==> config.mk <==
export PLATFORM = sky130hd
export DESIGN_NAME = reg_seq_controller
export DESIGN_NICKNAME = d
export VERILOG_FILES = /design/src/rtl/reg_seq_controller_pkg.sv /design/src/rtl/reg_seq_controller.sv
export SDC_FILE = /design/constraint.sdc
export NUM_CORES = 1
export LEC_CHECK = 0
export CORE_MARGIN = 10
export CORE_UTILIZATION = 49
export DETAILED_ROUTE_END_ITERATION = 6
export PLACE_DENSITY = 0.93
export RECOVER_POWER = 25
export SYNTH_ARGS = -nofsm -noshare
export SYNTH_HDL_FRONTEND = slang
export SYNTH_SLANG_ARGS = --single-unit
export TNS_END_PERCENT = 20
==> constraint.sdc <==
create_clock -name CLK -period 9.5 [get_ports CLK]
set_clock_uncertainty 0.1 [all_clocks]
set_input_delay 1.9 -clock CLK [delete_from_list [all_inputs] [get_ports CLK]]
set_output_delay 1.9 -clock CLK [all_outputs]
set_load 0.01 [all_outputs]
==> src/rtl/reg_seq_controller_pkg.sv <==
// Shared encodings for the register-sequence controller: sequence codes,
// address-select codes and the fixed register numbers used by A/B selects.
package reg_seq_controller_pkg;

   localparam logic [2:0] SEQ_NONE    = 3'd0;
   localparam logic [2:0] SEQ_LDA_RDB = 3'd1;
   localparam logic [2:0] SEQ_LDA_IMM = 3'd2;

   localparam logic [1:0] A_SEL_ARGA  = 2'd0;
   localparam logic [1:0] A_SEL_RA    = 2'd1;

   localparam logic [2:0] B_SEL_ARGB  = 3'd0;
   localparam logic [2:0] B_SEL_RB    = 3'd1;

   localparam logic [3:0] REG_RA      = 4'd1;
   localparam logic [3:0] REG_RB      = 4'd2;

   // Both load sequences read and write back register A.
   function automatic logic seq_uses_a(input logic [2:0] seq);
      return (seq == SEQ_LDA_RDB) || (seq == SEQ_LDA_IMM);
   endfunction

endpackage

==> src/rtl/reg_seq_controller.sv <==
// Four-phase instruction sequencer: latches decoded register addresses and
// drives register-file read/write and condition-code enables per phase.
module reg_seq_controller
   import reg_seq_controller_pkg::*;
(
   input  logic        CLK,
   input  logic        RESET,
   input  logic        FETCH,
   input  logic        DECODE,
   input  logic        EXECUTE,
   input  logic        COMMIT,
   input  logic [2:0]  REG_SEQX,
   input  logic [1:0]  REGA_ADDRX,
   input  logic [2:0]  REGB_ADDRX,
   input  logic [3:0]  ARGA_X,
   input  logic [3:0]  ARGB_X,
   input  logic        CCL_LD_X,
   output logic [3:0]  REGA_ADDR,
   output logic [3:0]  REGB_ADDR,
   output logic        IMM_SEL,
   output logic        REGA_RD,
   output logic        REGB_RD,
   output logic        REGA_WEN,
   output logic        CCL_EN,
   output logic        PHASE_ERR,
   output logic        SEQ_ERR,
   output logic [15:0] COMMIT_CNT,
   output logic [1:0]  STATE_DBG
);

   typedef enum logic [1:0] {
      S_IDLE     = 2'd0,
      S_FETCHED  = 2'd1,
      S_DECODED  = 2'd2,
      S_EXECUTED = 2'd3
   } state_t;

   state_t      state;
   logic [2:0]  seq_q;
   logic        ccl_ld_q;
   logic [15:0] commit_cnt_q;

   logic [2:0]  strobe_cnt;
   logic        one_strobe;
   logic        multi_strobe;
   logic        legal_decode;
   logic        legal_exec;
   logic        legal_commit;
   logic        decode_reserved;
   logic [3:0]  rega_addr_d;
   logic [3:0]  regb_addr_d;

   assign strobe_cnt   = {2'b00, FETCH} + {2'b00, DECODE} + {2'b00, EXECUTE} + {2'b00, COMMIT};
   assign one_strobe   = (strobe_cnt == 3'd1);
   assign multi_strobe = (strobe_cnt > 3'd1);

   assign legal_decode = one_strobe && DECODE  && (state == S_FETCHED);
   assign legal_exec   = one_strobe && EXECUTE && (state == S_DECODED);
   assign legal_commit = one_strobe && COMMIT  && (state == S_EXECUTED);

   assign decode_reserved = (REG_SEQX > SEQ_LDA_IMM) || (REGA_ADDRX > A_SEL_RA) ||
                            (REGB_ADDRX > B_SEL_RB);

   always_comb begin
      rega_addr_d = 4'd0;
      regb_addr_d = 4'd0;
      if (!decode_reserved) begin
         rega_addr_d = (REGA_ADDRX == A_SEL_ARGA) ? ARGA_X : REG_RA;
         regb_addr_d = (REGB_ADDRX == B_SEL_ARGB) ? ARGB_X : REG_RB;
      end
   end

   // Single-strobe phase progression; any out-of-order or overlapping strobe
   // drops back to IDLE and flags PHASE_ERR for one cycle.
   always_ff @(posedge CLK or posedge RESET) begin
      if (RESET) begin
         state        <= S_IDLE;
         seq_q        <= SEQ_NONE;
         ccl_ld_q     <= 1'b0;
         commit_cnt_q <= 16'd0;
         REGA_ADDR    <= 4'd0;
         REGB_ADDR    <= 4'd0;
         IMM_SEL      <= 1'b0;
         PHASE_ERR    <= 1'b0;
         SEQ_ERR      <= 1'b0;
      end else begin
         PHASE_ERR <= 1'b0;
         SEQ_ERR   <= 1'b0;
         if (multi_strobe) begin
            state     <= S_IDLE;
            PHASE_ERR <= 1'b1;
         end else if (FETCH) begin
            state <= S_FETCHED;
         end else if (DECODE) begin
            if (legal_decode) begin
               state     <= S_DECODED;
               REGA_ADDR <= rega_addr_d;
               REGB_ADDR <= regb_addr_d;
               ccl_ld_q  <= CCL_LD_X;
               if (decode_reserved) begin
                  seq_q   <= SEQ_NONE;
                  IMM_SEL <= 1'b0;
                  SEQ_ERR <= 1'b1;
               end else begin
                  seq_q   <= REG_SEQX;
                  IMM_SEL <= (REG_SEQX == SEQ_LDA_IMM);
               end
            end else begin
               state     <= S_IDLE;
               PHASE_ERR <= 1'b1;
            end
         end else if (EXECUTE) begin
            if (legal_exec) begin
               state <= S_EXECUTED;
            end else begin
               state     <= S_IDLE;
               PHASE_ERR <= 1'b1;
            end
         end else if (COMMIT) begin
            state <= S_IDLE;
            if (legal_commit) begin
               commit_cnt_q <= commit_cnt_q + 16'd1;
            end else begin
               PHASE_ERR <= 1'b1;
            end
         end
      end
   end

   // Register-file strobes are combinational so they land in the phase cycle itself.
   assign REGA_RD    = legal_exec && seq_uses_a(seq_q);
   assign REGB_RD    = legal_exec && (seq_q == SEQ_LDA_RDB);
   assign REGA_WEN   = legal_commit && seq_uses_a(seq_q);
   assign CCL_EN     = legal_commit && ccl_ld_q;
   assign COMMIT_CNT = commit_cnt_q;
   assign STATE_DBG  = state;

endmodule

==> reports/metrics.cfg, run 1 <==
[run_status]
outcome = complete, but fails checks
violations = max-capacitance violations, max-slew violations

[setup_path]
required_ns = 7.50
r2r-end = COMMIT_CNT[8]
arrival_ns = 5.70
cpMostUsedCell = inv_1
endpoint_kind = primary output
worstSetupStartpointType = input pin
reg2reg_depth = 5
timing.rr.start = COMMIT_CNT[1]
slowest_delay_ns = 0.67
path_class = input pin to primary output
path_cells = clkdlybuf4s50_1 -> inv_1 -> fa_1 -> inv_1 -> ha_1 -> inv_1 -> ha_1 -> or3b_2 -> or2_2 -> nor4b_1 -> clkdlybuf4s50_1
cp_max_fo = 10
slowest_stage = clkdlybuf4s50_1
r2r_setup_slack_ns = 7.46

[routing]
drc = 0
via_per_inst = 5.28
ant_nets = 0
wl_per_cell_um = 15.4
vias = 1452
first_pass_iters = 4
wirelength_mm = 4.25
dr.first_iter.drc_count = 59

[yosys]
yosys_most_used_dff = dfrtp_1
synth_edf_count = 0
syn-cell-area_sq_um = 1710
ys.warnings.count = 0
yosysTopAreaCellShare_pct = 48.4
syn_nets = 198
synth_cells = 169
synthTopCellsByArea = dfrtp_1 (48%), xnor2_1 (7.2%), nand2_1 (5.3%)
synth-seq-cells = 33
async_flop_share_pct = 100
synth_area_per_cell_sq_um = 10.1
yosysTopAreaCell = dfrtp_1
synth_cell_types = 38
ys_seq_area_share_pct = 48.4

[die]
die_x_um = 79.0
ios = 56
placementRows = 21
die_h_um = 79.0
die_area_sq_um = 6240
start_util_pct = 50.7
coreArea_sq_um = 3360

[clock_tree]
h-tree-depth = 2
worstSkewPairLatency_ns = 0.34
clockRootBuffer = clkbuf_4
cts_buffers = 5
ctsResizeCount = 0
cts_tree = built
clockBufferDepth = 2
clock-sinks = 33
path_clk_slew_ns = 0.10
cts_setup_buffers = 0
cts-hold-fix-buffers = 0

[pwr]
leakagePower_nw = 0.998
switchingPower_mw = 0.0650
cellPowerDensity_nw_per_um2 = 120
sequentialPowerShare_pct = 50.3
p_int_mw = 0.222
clkPwrFrac_pct = 38.0
p_sw_share_pct = 22.7
power_frac_comb_pct = 11.7
peakVddDrop_mv = 0.0792

[timing]
hold_violations = 0
finalSetupViolCount = 0
slew_viol_final = 34
rsz0062_at_grt = no
worst_pin_slew_ns = 1.69
fin_crit_ns = 7.70
relSlewSlack_pct = -12.6
final.setup.tns_ns = 0
whs_ns = 0.386
fmax_mhz = 130
post-route-period-util_pct = 81.0

[hold_path]
min_from = REGB_ADDR[0]
holdCritPathClass = register to register
min_delay_path_depth = 2
worstHoldEndpoint = REGB_ADDR[0]

[placed_design]
portBuffers = 55
gp_routability_congestion = 0.878
place_hpwl_mm = 3.43

[grt]
grt_first_pass_wirelength_mm = 7.20
overflow = 0
grt_use_total_pct = 14.2
grt_max_degree = 34
antenna_found_initial = 0
grt_pass1_vias = 1606

[layout]
antennaDiodeCount = 0
nets = 257
synthToLayoutAreaGrowth_pct = 39.4
final_cell_mix = clkdlybuf4s50_1 (54), dfrtp_1 (33), nand2_1 (24), nand3_1 (16), xnor2_1 (14)
final_common_cell = clkdlybuf4s50_1
drive_above_1_share_pct = 6.55

[run]
maxCapViolCount = 1

[per-stage QoR]
step,util (%),instances,total power [mW],instance area [sq um],setup WS [ns]
2_1_floorplan,-,169,0.165,1710,3.01
3_3_place_gp,68.3,267,0.179,2300,1.95
3_5_place_dp,68.3,267,0.181,2300,1.78
4_1_cts,70.8,275,0.289,2380,1.79
5_1_grt,70.7,275,0.298,2380,1.63
6_report,70.7,275,0.287,2380,1.80
[synth_stat cells, drive strengths merged, types with 3 or more instances]
master  number
nor3         8
buf          3
nand3       16
nor4         4
nor2         7
inv         10
nand2       24
o21ai        9
dfrtp       33
xor2         3
xnor2       14
ha           5
nand4        6
[sequential cells by signal, indices dropped and copies added, names as in the netlist]
register and count:
IMM_SEL 1, SEQ_ERR 1, COMMIT_CNT 16, PHASE_ERR 1, STATE_DBG 2, ccl_ld_q 1
REGB_ADDR 4, REGA_ADDR 4, seq_q 3
[worst max-delay path by stage]
stage | start | to | depth (start not counted)
after CTS | FETCH | REGB_RD | 11
after detailed placement | FETCH | REGB_RD | 11
after global routing | FETCH | REGB_RD | 11
after floorplan | FETCH | REGB_RD | 11
final | FETCH | REGB_RD | 11
after global placement | FETCH | REGB_RD | 11
[worst max-delay path: cells and delay by family]
family	cells	cell delay, ns
buffers and inverters	5	1.55
and+or+nand+nor	3	1.28
adders and majority gates	3	0.97
[layer usage]
layer / up-vias / global-route usage, % / share of wire, %
li1: 713 / - / -
met1: 680 / 13.5 / 39
met4: 0 / 5.73 / 2.2
met5: - / 0 / 0
met3: 9 / 8.56 / 11
met2: 50 / 24.5 / 48
[layout make-up]
cell class                 instances  area, sq um
tap                               46         57.6
timing repair buffer              56          554
multi-input combinational        122          818
clock buffer                       7         55.1
fill                             285          985
sequential                        33          826
inverter                          10         37.5
clock inverter                     1         30.0
[power by group through the flow]
| stage | sequential [mW] | combinational, mW | clock (mW) |
|---|---|---|---|
| floorplan | 0.147 | 0.0176 | 0 |
| global placement | 0.147 | 0.0328 | 0 |
| detailed placement | 0.147 | 0.0340 | 0 |
| CTS | 0.144 | 0.0340 | 0.111 |
| global route | 0.144 | 0.0372 | 0.117 |
| finish | 0.144 | 0.0336 | 0.109 |
[cell families after synthesis]
kind of cell	Yosys count	share of synthesized area [%]
XOR/XNOR	17	8.72
AND/OR/NAND/NOR	82	28.0
flip-flops	33	48.4
adder cells (fa/ha/maj)	6	4.84
multiplexers	1	0.660
AO/OA/AOI/OAI	16	5.72
buffers and inverters	14	3.67
No activity file was read; power rests on OpenSTA's default activity.
==> run 2, diff against run 1 <==
- CORE_UTILIZATION: 49 -> 41
- PLACE_DENSITY: 0.93 -> 0.84
- clock period: 9.5 -> 6.5 ns (I/O delays scaled with it)
==> reports/metrics.cfg, run 2 (synthesis gave the netlist of run 1 again) <==
[setup_path]
arrival_ns = 4.80
cp_max_fo = 8
path_class = input pin to primary output
r2r_setup_slack_ns = 4.56
worstSetupStartpointType = input pin
endpoint_kind = primary output
crit_start = DECODE
required_ns = 5.10
timing.rr.start = COMMIT_CNT[0]

[die]
ios = 56
coreArea_sq_um = 4000
die_h_um = 84.5
start_util_pct = 42.7
die_x_um = 84.5
placementRows = 23
die_area_sq_um = 7140

[routing]
drc = 0
ant_nets = 0
wirelength_mm = 4.23
via_per_inst = 5.07
dr.first_iter.drc_count = 40
first_pass_iters = 4
vias = 1424
wl_per_cell_um = 15.0

[grt]
overflow = 0
grt_max_degree = 34
grt_use_total_pct = 12.3
antenna_found_initial = 0
grt_first_pass_wirelength_mm = 7.25
grt_pass1_vias = 1492

[timing]
final.setup.tns_ns = 0
fin_crit_ns = 6.20
rsz0062_at_grt = no
relSlewSlack_pct = -18.4
worst_pin_slew_ns = 1.78
slew_viol_final = 34
hold_violations = 0
post-route-period-util_pct = 95.4
finalSetupViolCount = 0
fmax_mhz = 161

[placed_design]
dp.cells = 273
gp_routability_congestion = 0.858
portBuffers = 55
place_hpwl_mm = 3.37

[clock_tree]
cts-hold-fix-buffers = 0
clockRootBuffer = clkbuf_8
cts_buffers = 5
cts_tree = built
h-tree-depth = 2
path_clk_slew_ns = 0.06
cts_setup_buffers = 0
worstSkewPairLatency_ns = 0.29
clock-sinks = 33
ctsResizeCount = 0
clockBufferDepth = 2

[pwr]
cellPowerDensity_nw_per_um2 = 189
peakVddDrop_mv = 0.0982
leakagePower_nw = 1.02

[layout]
antennaDiodeCount = 0
drive_above_1_share_pct = 7.36
final_cell_mix = clkdlybuf4s50_1 (54), dfrtp_1 (33), nand2_1 (24), nand3_1 (16), xnor2_1 (14)
final_common_cell = clkdlybuf4s50_1
instances_no_fill = 281
largest_reg_flops = 16
nets = 259
synthToLayoutAreaGrowth_pct = 42.4

[hold_path]
holdCritPathClass = register to register
min_from = COMMIT_CNT[15]

[run]
maxCapViolCount = 1

[run_status]
violations = max-capacitance violations, max-slew violations
outcome = complete, but fails checks

## run 2: worst paths after layout
| path | end | cells after the start |
|---|---|---|
| worst min-delay path | COMMIT_CNT[15] | 1 |
| worst max-delay path | REGB_RD | 11 |
| max in group asynchronous | COMMIT_CNT[1] | 3 |
| worst min register to register | COMMIT_CNT[15] | 1 |
| worst max register to register | COMMIT_CNT[8] | 5 |
| min in group asynchronous | COMMIT_CNT[8] | 3 |
## run 2: per-stage QoR
stage | utilization [%] | total power, mW | instance area [sq um] | worst slack (ns) | hold WS (ns)
4_1_cts | 60.8 | 0.465 | 2430 | 0.268 | 0.379
2_1_floorplan | - | 0.241 | 1710 | 1.21 | 0.368
5_1_grt | 60.7 | 0.481 | 2430 | 0.106 | 0.408
3_5_place_dp | 57.9 | 0.267 | 2320 | 0.299 | 0.363
3_3_place_gp | 57.9 | 0.266 | 2320 | 0.401 | 0.353
6_report | 60.7 | 0.460 | 2430 | 0.296 | 0.373
## run 2: area by class of cell
type	count	area [sq um]
fillers	365	1570
flip-flops and latches	33	826
multi-input cells	122	818
repair buffers	58	569
clock buffers	7	86.3
well taps	50	62.6
inverters	10	37.5
clock inverters	1	30.0
## run 2: worst max-delay path: stages
cell and delay [ns]:
clkdlybuf4s50_1 0.62, inv_1 0.14, fa_1 0.52, inv_1 0.05, ha_1 0.19, inv_1 0.06
ha_1 0.24, or3b_2 0.49, or2_2 0.34, nor4b_1 0.26, clkdlybuf4s50_1 0.60
## run 2: report_power, final
| part | leakage [nW] | internal, mW | switching, mW |
|---|---|---|---|
| combinational | 0.509 | 0.0254 | 0.0266 |
| clock | 0.0585 | 0.125 | 0.0725 |
| sequential | 0.452 | 0.209 | 0.00214 |
## run 2: metal layers
metal  wire [um]  vias up  GRT usage (%)
met5           0        -              0
met4          50        0           4.94
li1            -      713              -
met2        2110       37           20.7
met1        1670      668           12.8
met3         393        6           6.38
